<file path="src/rtl/cond_branch_unit_pkg.sv">
// cond_branch_unit_pkg: condition codes, NZCV bit indices and FSM states shared by the branch unit
package cond_branch_unit_pkg;
  localparam logic [3:0] COND_EQ = 4'b0000;
  localparam logic [3:0] COND_NE = 4'b0001;
  localparam logic [3:0] COND_CS = 4'b0010;
  localparam logic [3:0] COND_CC = 4'b0011;
  localparam logic [3:0] COND_MI = 4'b0100;
  localparam logic [3:0] COND_PL = 4'b0101;
  localparam logic [3:0] COND_VS = 4'b0110;
  localparam logic [3:0] COND_VC = 4'b0111;
  localparam logic [3:0] COND_HI = 4'b1000;
  localparam logic [3:0] COND_LS = 4'b1001;
  localparam logic [3:0] COND_GE = 4'b1010;
  localparam logic [3:0] COND_LT = 4'b1011;
  localparam logic [3:0] COND_GT = 4'b1100;
  localparam logic [3:0] COND_LE = 4'b1101;
  localparam logic [3:0] COND_AL = 4'b1110;
  localparam logic [3:0] COND_NV = 4'b1111;
  localparam int N_BIT = 3;
  localparam int Z_BIT = 2;
  localparam int C_BIT = 1;
  localparam int V_BIT = 0;
  typedef enum logic {ST_IDLE, ST_FLUSH} state_t;
endpackage

</file>
<file path="src/rtl/cond_branch_unit_cond_eval.sv">
// cond_eval: resolves a condition code against NZCV; each odd code is the complement of its even partner
module cond_eval
  import cond_branch_unit_pkg::*;
(
  input  logic [3:0] flags,
  input  logic [3:0] cond,
  output logic       result
);
  logic n, z, c, v, base;
  assign n = flags[N_BIT];
  assign z = flags[Z_BIT];
  assign c = flags[C_BIT];
  assign v = flags[V_BIT];
  always_comb begin
    case (cond[3:1])
      3'd0: base = z;
      3'd1: base = c;
      3'd2: base = n;
      3'd3: base = v;
      3'd4: base = c & ~z;
      3'd5: base = n == v;
      3'd6: base = ~z & (n == v);
      default: base = 1'b1;
    endcase
  end
  assign result = base ^ cond[0];
endmodule

</file>
<file path="src/rtl/cond_branch_unit.sv">
// cond_branch_unit: NZCV register, condition evaluation, branch/link/flush control; COND_STATS_EN adds branch outcome counters
module cond_branch_unit
  import cond_branch_unit_pkg::*;
#(
  parameter int PC_W         = 32,
  parameter int FLUSH_CYCLES = 2,
  parameter int CNT_W        = 16
) (
  input  logic            clk,
  input  logic            reset,
  input  logic            flag_we,
  input  logic [3:0]      flag_in,
  input  logic            id_valid,
  input  logic [3:0]      id_cond,
  input  logic            id_b,
  input  logic            id_l,
  input  logic [PC_W-1:0] id_target,
  input  logic            stall,
  output logic            cond_true,
  output logic            br_taken,
  output logic            link_we,
  output logic [PC_W-1:0] br_target,
  output logic            flush,
  output logic [3:0]      flags_q
`ifdef COND_STATS_EN
  ,
  output logic [CNT_W-1:0] taken_cnt,
  output logic [CNT_W-1:0] not_taken_cnt
`endif
);
  if (FLUSH_CYCLES < 0 || FLUSH_CYCLES > 7 || CNT_W < 1) begin : g_bad_cfg
    $error("cond_branch_unit: FLUSH_CYCLES must be 0..7 and CNT_W >= 1");
  end
  state_t state, state_d;
  logic [2:0] cnt, cnt_d;
  logic [3:0] eff_flags;
  logic result, eval, taken;
  assign eff_flags = flag_we ? flag_in : flags_q;
  cond_eval u_cond_eval (
    .flags (eff_flags),
    .cond  (id_cond),
    .result(result)
  );
  assign eval  = id_valid & ~stall & (state == ST_IDLE);
  assign taken = eval & result & id_b;
  assign flush = state == ST_FLUSH;
  always_comb begin
    state_d = state == ST_IDLE ? ((taken && FLUSH_CYCLES > 0) ? ST_FLUSH : ST_IDLE)
                               : (cnt == 3'd0 ? ST_IDLE : ST_FLUSH);
    cnt_d   = state == ST_IDLE ? ((taken && FLUSH_CYCLES > 0) ? 3'(FLUSH_CYCLES - 1) : 3'd0)
                               : (cnt == 3'd0 ? 3'd0 : cnt - 3'd1);
  end
  always_ff @(posedge clk) begin
    if (reset) begin
      state <= ST_IDLE;
      cnt   <= 3'd0;
    end else begin
      state <= state_d;
      cnt   <= cnt_d;
    end
  end
  always_ff @(posedge clk) begin
    if (reset) begin
      cond_true <= 1'b0;
      br_taken  <= 1'b0;
      link_we   <= 1'b0;
      br_target <= '0;
      flags_q   <= 4'b0000;
    end else begin
      flags_q   <= eff_flags;
      cond_true <= eval ? result : (stall ? cond_true : 1'b0);
      br_taken  <= taken;
      link_we   <= taken & id_l;
      if (taken) br_target <= id_target;
    end
  end
`ifdef COND_STATS_EN
  always_ff @(posedge clk) begin
    if (reset) begin
      taken_cnt     <= '0;
      not_taken_cnt <= '0;
    end else if (eval && id_b) begin
      if (result && taken_cnt != '1) taken_cnt <= taken_cnt + 1'b1;
      if (!result && not_taken_cnt != '1) not_taken_cnt <= not_taken_cnt + 1'b1;
    end
  end
`endif
endmodule

</file>
<file path="config.mk">
export PLATFORM = sky130hd
export DESIGN_NAME = cond_branch_unit
export DESIGN_NICKNAME = d
export VERILOG_FILES = /design/src/rtl/cond_branch_unit_pkg.sv /design/src/rtl/cond_branch_unit_cond_eval.sv /design/src/rtl/cond_branch_unit.sv
export SDC_FILE = /design/constraint.sdc
export NUM_CORES = 1
export LEC_CHECK = 0
export BUFFER_PORTS_ARGS = -buffer_cell sky130_fd_sc_hd__buf_4
export CAP_MARGIN = 5
export CORE_AREA = 2 2 74 76
export DETAILED_ROUTE_END_ITERATION = 16
export DIE_AREA = 0 0 76 78
export GPL_TIMING_DRIVEN = 0
export PLACE_DENSITY = 0.68
export SLEW_MARGIN = 10
export SYNTH_ARGS = -nofsm -noshare
export SYNTH_HDL_FRONTEND = slang
export SYNTH_HIERARCHICAL = 1
export SYNTH_SLANG_ARGS = --single-unit
</file>
<file path="constraint.sdc">
create_clock -name clk -period 3.72 [get_ports clk]
set_clock_uncertainty 0.1 [all_clocks]
set_input_delay 0.744 -clock clk [delete_from_list [all_inputs] [get_ports clk]]
set_output_delay 0.744 -clock clk [all_outputs]
set_load 0.03 [all_outputs]
</file>
After elaboration in Yosys (flattened, before gate mapping)
Index checks and enable logic that the tools add are counted.
{ "classes": {"add_sub_neg": 1, "n_eq_ne": 8, "mux": 10, "bitwise_logic": 11, "n_reduce_logical": 2} }
{ "op_table": {"columns": ["operator", "count"], "rows": [
  ["$eq 3x3->1 const B", 3],
  ["$and 1x1->1", 7],
  ["$pmux 1 s7", 1],
  ["$eq 3x2->1 const B", 2],
  ["$logic_not 3->1", 2],
  ["$mux 1", 6],
  ["$mux 3", 2],
  ["$mux 4", 1],
  ["$eq 3x1->1 const B", 1],
  ["$not 1->1", 3],
  ["$sub 3x1->3 const B", 1],
  ["$ne 2x1->1 const B", 1],
  ["$eq 1x1->1", 1],
  ["$xor 1x1->1", 1]
]} }
{ "word_totals": {"regBits": 43, "inputBits": 47, "out_inout_bits": 40, "elab_cells": 39} }

Longest topological paths before layout
Gate-level depths: netlist of the first run.
{ "logic_depth": {"depth_word": 9, "mapped_depth": 10, "mapped_depth_nobuf": 8} }

Modules after synthesis
Netlist of the first run, hierarchy kept.
{ "by_module_without_submodules": {"columns": ["mod", "n_inst", "cells_per_inst", "area_each_um2", "seq_area_each_um2"], "rows": [
  ["cond_branch_unit", 1, 180, 1919.3, 860.8],
  ["cond_eval", 1, 10, 88.8, 0.0]
]} }

Worst setup path after synthesis of the first run
No wires, ideal clock.
{ "synth_timing": {"path_kind": "input to register", "from": "input port flag_we", "to": "register br_target[0]", "setup_ns": 0.072, "arrival_ns": 2.696, "required_time_ns": 3.548, "path_slack_ns": 0.852, "stages": 10, "n_path_buf": 2, "cell_sequence": "mux2_1 -> xnor2_1 -> nor3_1 -> o32a_2 -> xnor2_1 -> nand3b_4 -> nor3b_2 -> buf_6 -> buf_12 -> mux2i_1"} }
{ "synth_between": {"elab_chain_len": 7, "elab_cells_between_ends": 9, "classes_between": "1 x eq/ne; 2 x mux; 6 x bitwise"} }
{ "synth_rtl": {"columns": ["element", "line", "rtl"], "rows": [
  ["start, declared", "cond_branch_unit.sv:11", "input logic flag_we,"],
  ["$mux 4 (*)", "cond_branch_unit.sv:38", "assign eff_flags = flag_we ? flag_in : flags_q;"],
  ["$eq 1x1->1 or $not 1->1 (tied branches)", "cond_branch_unit_cond_eval.sv:21, cond_branch_unit_cond_eval.sv:22, cond_branch_unit_cond_eval.sv:20", null],
  ["$and 1x1->1 (on tied branches)", "cond_branch_unit_cond_eval.sv:22, cond_branch_unit_cond_eval.sv:20", null],
  ["$pmux 1 s7 (*)", "cond_branch_unit_cond_eval.sv:15", "case (cond[3:1])"],
  ["$xor 1x1->1 (*)", "cond_branch_unit_cond_eval.sv:26", "assign result = base ^ cond[0];"],
  ["via result", "cond_branch_unit.sv:37", "logic result, eval, taken;"],
  ["$and 1x1->1 (*) (2 in a row)", "cond_branch_unit.sv:45", "assign taken = eval & result & id_b;"],
  ["end signal, assigned", "cond_branch_unit.sv:74", "if (taken) br_target <= id_target;"],
  ["end, declared", "cond_branch_unit.sv:22", "output logic [PC_W-1:0] br_target,"]
]} }
The timed path passes the listed nets; every way through them passes the cells marked *.
A chain may end at the register's enable or synchronous reset.

Worst setup path after layout of the first run
{ "layout_timing": {"from": "input port flag_we", "to": "register br_target[17]"} }
{ "layout_between": {"elab_chain_len": 7, "elab_cells_between_ends": 9, "classes_between": "1 x eq/ne; 2 x mux; 6 x bitwise"} }
{ "layout_rtl": {"columns": ["element", "line", "rtl"], "rows": [
  ["$mux 4 (*)", "cond_branch_unit.sv:38", null],
  ["via eff_flags[3]", "cond_branch_unit.sv:36", "logic [3:0] eff_flags;"],
  ["$eq 1x1->1", "cond_branch_unit_cond_eval.sv:21, cond_branch_unit_cond_eval.sv:22", null],
  ["$and 1x1->1", "cond_branch_unit_cond_eval.sv:22", "3'd6: base = ~z & (n == v);"],
  ["$pmux 1 s7 (*)", "cond_branch_unit_cond_eval.sv:15", null],
  ["$xor 1x1->1 (*)", "cond_branch_unit_cond_eval.sv:26", null],
  ["via result", "cond_branch_unit.sv:37", null],
  ["$and 1x1->1 (*) (2 in a row)", "cond_branch_unit.sv:45", null]
]} }
Marked as above.

==> impl_metrics.ini, run 1 <==
[status]
status = complete, no violations

[clocking]
cts_hold_buf = 0
h-tree-depth = 2
cts_resized = 0
clk_pin_slew_ps = 80
cts_root_buffer = clkbuf_8
insertion_delay_ps = 290
cts_made_buffers = 5
clock_path_buffers = 2
cts_setup_buffers = 0
cts_tree = yes
cts_sinks = 43

[setup_path]
cp_max_fo = 10
ff2ff_setup_slack_ps = 1130
cp.required_ps = 3840
end_kind = flop
crit_type = primary input to flop
arrival_ps = 3000
worstReg2RegStart = flags_q[3]
worstSetupStartpointType = primary input
reg2reg_depth = 10
r2r_end = br_target[17]

[floorplan]
core-area_um2 = 5042
dieArea_um2 = 5928
initial_utilization = 0.3983
io_pins = 87
fp.dieH_um = 78
die_w_um = 76
fp-row-count = 26

[worst_hold_path]
hold_path_end = br_target[3]
hp-class = flop to flop
holdPathStages = 2
hp-start = br_target[3]

[grt]
grt.total_usage = 0.1449
grt_pass1_wl_mm = 7.058
antenna_found_initial = 0
grt-ovfl-total = 0
grt_max_degree = 14
grt_pass1_vias = 1562

[finish]
layout-drive-gt1-share = 0.3746
area_growth_pct = 40.37
diodes = 0
final_net_count = 331
post-route-util = 0.5591

[yosys]
yosys-top-cells-count = nand2b_1, dfxtp_1, mux2i_1
synth_nets = 239
synth_area_leaders = dfxtp_1, nand2b_1, mux2i_1, buf_12, nor3b_2
synth_most_common_cell = nand2b_1
avgSynthCellArea_um2 = 10.57
synth_top_cell_by_area = dfxtp_1
ys_seq_area_frac = 0.4287
netlist_area_um2 = 2008
ys_warn_count = 6
synthDistinctLibCells = 27
synth_top_area_share = 0.4287
synth_cells = 190
synth_async_sr_flop_share = 0
synth_edf_count = 0
ys_seq_elements = 43
ys.flop_type = dfxtp_1

[sta]
max_freq_mhz = 347.0
drv_slew = 0
finalSetupViolations = 0
slew_headroom = 0.7584
hold_violations = 0
tns_ps = 0
period_minus_slack_ps = 2881
worst_slew_pin_slew_ps = 362.4
period_share = 0.7746
rsz0062_at_grt = false

[routing]
ant_nets = 0
viasPerCell = 4.428
firstDrtPassIters = 4
drt-total-wl_mm = 4.147
drtIter0Drc = 38
wire_per_inst_um = 11.75
drc = 0
num_vias = 1563

[power]
ir_worst_vdd_mv = 0.2003
powerDensity_nw_per_um2 = 337.8
p_leak_uw = 0.001181

[placement]
port-buffer-count = 85
gp_congestion = 0.7049
place_hpwl_mm = 3.166

[job]
cap_violations = 0
## cells in the final DEF (no fill, tap or decap), drive strengths merged, types with 2 or more instances in the layout
master	instances
nor3b	4
mux2	4
nor3	2
mux2i	33
nor2	3
nand2b	65
inv	4
ha	2
buf	90
a21oi	2
dfxtp	43
xnor2	2
clkbuf	13
nor2b	5
## registers in the layout, indices dropped and copies added (netlist names)
signal / cells
br_target: 32
flags_q: 4
cnt: 3
br_taken: 1
cond_true: 1
flush: 1
link_we: 1
## through the flow
stage / instances / power, uW / hold WS [ps] / setup WS [ps] / area [um^2]
after detailed placement: 345 / 674.7 / 367.2 / 547.9 / 2734
after global routing: 353 / 998.4 / 395.8 / 631.1 / 2819
after CTS: 353 / 966.1 / 380.1 / 843.2 / 2819
after floorplan: 190 / 599.0 / 434.8 / 852.4 / 2008
final: 353 / 952.1 / 375.0 / 838.6 / 2819
after global placement: 345 / 673.3 / 358.3 / 570.5 / 2734
## power breakdown
group / internal (uW) / switching, uW / total, uW / leakage [uW]
Clock: 131 / 159 / 291 / 0.0000412
Sequential: 475 / 7.81 / 483 / 0.000349
Combinational: 96.5 / 82.1 / 179 / 0.000791
Total: 703 / 249 / 952 / 0.00118
## worst max-delay path by stage
stage / startpoint / endpoint / slack, ps / cells past startpoint
floorplan: flag_we / br_target[0] / 850 / 10
global placement: flag_we / br_target[7] / 570 / 11
detailed placement: flag_we / br_target[4] / 550 / 11
CTS: flag_we / br_target[17] / 840 / 11
global route: flag_we / br_target[18] / 630 / 11
finish: flag_we / br_target[17] / 840 / 11
## final cells by class
class	instances	area [um^2]
multi-input combinational	131	1030
timing repair buffer	85	638.1
sequential	43	860.8
fill	467	2223
clock inverter	2	12.51
inverter	4	15.01
tap	70	87.58
buffer	12	102.6
clock buffer	6	72.57
## layer usage
| layer | vias to the layer above | global-route usage | part of all wire |
|---|---|---|---|
| li1 | 804 | - | - |
| met1 | 703 | 0.1699 | 0.44 |
| met2 | 51 | 0.2554 | 0.49 |
| met3 | 5 | 0.04767 | 0.066 |
| met4 | 0 | 0.03818 | 0.0060 |
| met5 | - | 0 | 0 |
## logic make-up (layout without fill, tap and decap cells)
group,after synthesis,count (layout),share of synthesized area
and+or+nand+nor,82,82,0.2685
DFF,43,43,0.4287
muxes,38,38,0.1981
buffers and inverters,16,109,0.05857
AOI/OAI and AO/OA,7,7,0.02492
adders and majority gates,2,2,0.01246
xor gates and xnor gates,2,2,0.008724
## critical path: stages
cell,delay [ps]
buf_4,130
mux2_1,360
xnor2_1,230
nor3_1,80
o32a_2,390
xnor2_1,240
nand3b_4,120
nor3b_2,210
buf_6,180
buf_12,150
mux2i_1,180
Power figures use the tool's default switching activity.
==> inputs of run 2 (changes only) <==
- PLACE_DENSITY: 0.68 -> 0.71
- clock period: 3.72 -> 2.4 ns (I/O delays scaled with it)
==> run 2 against run 1 <==
Net effect: the run now ends with negative setup slack left; power is 65% higher; final cell count stayed put; sequential power is 55% higher; design area increased by 1.7%; die area is the same; critical path depth unchanged; routed wire length is 1.8% higher; global-route usage about the same; sequential cell count did not move; sequential share of layout area decreased by 0.51 points; first-iteration DRC count fell by 5.3%; count of clock-buffer cells in the layout unchanged.
==> impl_metrics.ini, run 2 (synthesis results as in run 1) <==
[finish]
fill_cells = 482
final_net_count = 332
layout-drive-gt1-share = 0.3887
largest_reg_flops = 32
top_regs = br_target (32), flags_q (4), cnt (3)
area_growth_pct = 42.74
postLayoutCellArea_um2 = 2867
final_cell_mix = buf_4, nand2b_1, dfxtp_1, mux2i_1, clkbuf_1
diodes = 0
layout_commonest_cell = buf_4
top_register = br_target

[clocking]
cts_tree = yes
h-tree-depth = 2
cts_root_buffer = clkbuf_8
insertion_delay_ps = 290
clk_pin_slew_ps = 80
clock_path_buffers = 2
cts_hold_buf = 0
cts_made_buffers = 5
cts_sinks = 43

[status]
status = finished with violations
violations = negative setup slack

[floorplan]
fp.dieH_um = 78
dieArea_um2 = 5928
die_w_um = 76
initial_utilization = 0.3983
core-area_um2 = 5042
io_pins = 87
fp-row-count = 26

[routing]
firstDrtPassIters = 4
ant_nets = 0
drc = 0
drtIter0Drc = 36
wire_per_inst_um = 11.96
drt-total-wl_mm = 4.223
viasPerCell = 4.473
num_vias = 1579

[grt]
grt_max_degree = 13
grt_pass1_vias = 1589
antenna_found_initial = 0
grt.total_usage = 0.1452
grt_pass1_wl_mm = 7.038
grt-ovfl-total = 0

[placement]
port-buffer-count = 85
gp_congestion = 0.7079
dpl_cell_area_um2 = 2756
place_hpwl_mm = 3.138

[sta]
finalSetupViolations = 30
rsz0062_at_grt = true
slew_headroom = 0.7579
worst_slack_ps = -45.68
hold_violations = 0
period_minus_slack_ps = 2446
drv_slew = 0
period_share = 1.019
worst_slew_pin_slew_ps = 363.1
tns_ps = -768.6
max_freq_mhz = 408.9

[setup_path]
reg2reg_depth = 10
cp_max_fo = 10
cp.required_ps = 2520
path_cells = buf_4 -> mux2_2 -> mux4_2 -> inv_1 -> o32a_2 -> xnor2_2 -> nand3b_4 -> nor3b_2 -> buf_6 -> buf_12 -> mux2i_1
arrival_ps = 2570
crit_buf_inv = 4
crit_family = multiplexers
max_stage_delay_ps = 460
end_kind = flop
worst_path_max_delay_cell = mux4_2
path_depth = 11
crit_type = primary input to flop
worstSetupStartpointType = primary input

[job]
cap_violations = 0

[power]
ir_worst_vdd_mv = 0.2343
powerDensity_nw_per_um2 = 549.5
finalPower_uw = 1575
p_leak_uw = 0.001213

[worst_hold_path]
hp-class = primary input to flop
holdPathStages = 2
## run 2: where the power goes
group	switching (uW)	total [uW]	internal, uW
Clock	234	539	305
Sequential	11.9	748	736
Combinational	131	288	157
## run 2: through the flow
stage,hold WS (ps),setup slack [ps],std cells,utilization
after floorplan,434.8,-89.60,190,-
after CTS,323.5,-54.86,353,0.5685
final,330.3,-45.68,353,0.5685
after global routing,329.7,-155.0,353,0.5685
after global placement,361.3,-373.6,345,0.5467
after detailed placement,363.3,-398.2,345,0.5467
## run 2: worst reg2reg max path: cells and delay by family (launching register included)
family	cells	cell delay [ps]
flops	1	320
buf+inv	2	310
xor+xnor	2	370
simple gates	3	360
compound gates	1	410
mux	2	490
## run 2: final timing paths
check / slack [ps] / startpoint / to
worst max-delay path: -50 / flag_we / br_target[21]
worst min-delay path: 330 / id_l / link_we
worst max register to register: -10 / flags_q[0] / br_target[21]
worst min register to register: 370 / br_target[23] / br_target[23]
## run 2: layout make-up
type	count	area, um^2	share of cell area
Buffer	12	102.6	0.03579
Timing Repair Buffer	86	645.6	0.2252
Clock inverter	1	30.03	0.01048
Sequential cell	43	860.8	0.3003
Clock buffer	6	72.57	0.02532
Inverter	4	15.01	0.005238
Multi-Input combinational cell	131	1052	0.3671
Tap cell	70	87.58	0.03055
## run 2: repair_timing
action | in CTS | in global routing
setup buffers | 1 | 0
setup endpoints to repair | 30 | 32
pin swaps | 1 | 0
resized for setup | 1 | 0
endpoints found under the hold margin | 0 | 0
## run 2: routing by layer
layer | share of wire | track usage
met2 | 0.47 | 0.2500
met3 | 0.073 | 0.04419
met1 | 0.44 | 0.1686
met5 | 0 | 0
met4 | 0.010 | 0.06000
==> inputs of run 3 (changes only) <==
- PLACE_DENSITY: 0.71 -> default
- PLACE_DENSITY_LB_ADDON: default -> 0.3
==> run 3 against run 2 <==
Net effect: the flow still finishes with violations (negative setup slack); via count rose by 0.25%; setup slack improved by 6.3 ps; core utilization up 1.1 points; maximum frequency rose by 0.26%; die area unchanged; sequential power barely moved; sequential share of layout area is 0.54 points lower; combinational power grew 3%; global-route usage increased by 0.61 points; worst hold slack improved by 22 ps; sequential cell count is the same; largest power group unchanged.
==> impl_metrics.ini, run 3 (synthesis results as in run 1) <==
[setup_path]
end_kind = flop
critPathCapture = br_target[5]
r2r_end = br_target[5]
ff2ff_setup_slack_ps = -30
arrival_ps = 2550
reg2reg_depth = 10
worstReg2RegStart = flags_q[0]
crit_type = primary input to flop
cp_max_fo = 10
worstSetupStartpointType = primary input
cp.required_ps = 2510
crit_path_start = flag_we

[clocking]
cts_hold_buf = 0
h-tree-depth = 2
clk_pin_slew_ps = 80
cts_root_buffer = clkbuf_8
cts_sinks = 43
insertion_delay_ps = 280
cts_tree = yes
cts_made_buffers = 5
clock_path_buffers = 2

[power]
power.internal_uw = 1164
powerDensity_nw_per_um2 = 526.2
p_seq_frac = 0.487
p_switching_uw = 373.8
power_frac_clock = 0.319
finalPower_uw = 1538
p_leak_uw = 0.001238
comb_power_share = 0.194
ir_worst_vdd_mv = 0.2794
swShare = 0.2430

[worst_hold_path]
hp-class = primary input to flop
hp-start = id_l

[status]
violations = negative setup slack
status = finished with violations

[floorplan]
io_pins = 87
fp.dieH_um = 78
fp-row-count = 26
initial_utilization = 0.3983
dieArea_um2 = 5928
die_w_um = 76
core-area_um2 = 5042

[grt]
grt.total_usage = 0.1512
grt_pass1_vias = 1631
grt-ovfl-total = 0
grt_pass1_wl_mm = 7.327
antenna_found_initial = 0
grt_max_degree = 13

[sta]
drv_slew = 0
max_freq_mhz = 409.9
hold_violations = 0
worst_slew_pin_slew_ps = 364.9
rsz0062_at_grt = true
slew_headroom = 0.7542
worst_slack_ps = -39.42
period_share = 1.016
hold_ws_ps = 352.1
finalSetupViolations = 20
period_minus_slack_ps = 2439

[finish]
postLayoutCellArea_um2 = 2923
diodes = 0
top_regs = br_target (32), flags_q (4), cnt (3)
multiInputGateArea_um2 = 1060
regArea_um2 = 862.1
largest_reg_flops = 32
layout_commonest_cell = buf_4
final_net_count = 335
top_register = br_target
final_cell_mix = buf_4, nand2b_1, dfxtp_1, mux2i_1, clkbuf_1
fill_cells = 474
layout.cells.non_filler = 357
layout-drive-gt1-share = 0.4077
area_growth_pct = 45.55

[routing]
ant_nets = 0
drt-total-wl_mm = 4.284
drtIter0Drc = 63
drc = 0
num_vias = 1583
wire_per_inst_um = 12.00
viasPerCell = 4.434
firstDrtPassIters = 4

[placement]
place_hpwl_mm = 3.223
port-buffer-count = 85
gp_congestion = 0.6729
dpl_cell_area_um2 = 2756
dp.cells = 345
post-place-ws_ps = -384.7

[job]
cap_violations = 0
[run 3: cell types whose count changed in the layout (fill, tap and decap cells not counted), sizes merged]
| cell | previous run | this run |
|---|---|---|
| clkbuf | 13 | 15 |
| bufinv | 1 | 0 |
| buf | 91 | 94 |
[run 3: cell type report]
cell class	instances	share of cell area
Inverter	4	0.005137
Multi-Input combinational cell	131	0.3626
Clock buffer	8	0.03425
Tap cell	70	0.02997
Timing Repair Buffer	89	0.2380
Sequential cell	43	0.2949
Buffer	12	0.03510
[run 3: power by group through the flow]
| stage | clock, uW | sequential (uW) | combinational [uW] |
|---|---|---|---|
| 6_report | 491 | 749 | 298 |
| 2_1_floorplan | 0 | 809 | 127 |
| 3_3_place_gp | 0 | 765 | 287 |
| 5_1_grt | 548 | 752 | 323 |
| 3_5_place_dp | 0 | 765 | 289 |
| 4_1_cts | 515 | 749 | 300 |
[run 3: worst max-delay path, cell delays in order]
cell and delay [ps]:
buf_8 110, mux2_4 320, xnor2_2 180, nor3b_1 70, o32a_2 400, xnor2_2 180
nand3b_4 100, nor3b_2 180, buf_6 190, buf_12 150, mux2i_1 190
[run 3: metal layers]
metal  wire [um]  up-vias  global-route usage
met5           0        -                   0
met1        1837      719              0.1717
met3         271        7             0.05116
li1            -      812                   -
met2        2129       45              0.2732
met4          46        0             0.03818
[run 3: metrics by stage]
| step | TNS [ps] | utilization |
|---|---|---|
| floorplan | -2688 | - |
| global placement | -11690 | 0.5467 |
| detailed placement | -12040 | 0.5467 |
| CTS | -631.5 | 0.5764 |
| global route | -4564 | 0.5797 |
| finish | -283.4 | 0.5797 |
[run 3: timing repair]
action / 4_1_cts / 5_1_grt
buffers inserted: 2 / 1
gates resized for setup: 4 / 3
setup endpoints to repair: 30 / 35
pin swaps: 1 / 0
gates cloned: 1 / 0
[run 3: worst min path at each step]
stage | end | slack (ps) | depth (start not counted)
6_report | link_we | 350 | 2
5_1_grt | br_target[9] | 340 | 3
4_1_cts | br_target[11] | 340 | 3
3_5_place_dp | br_target[9] | 360 | 2
3_3_place_gp | br_target[2] | 360 | 2
2_1_floorplan | cnt[0] | 430 | 3
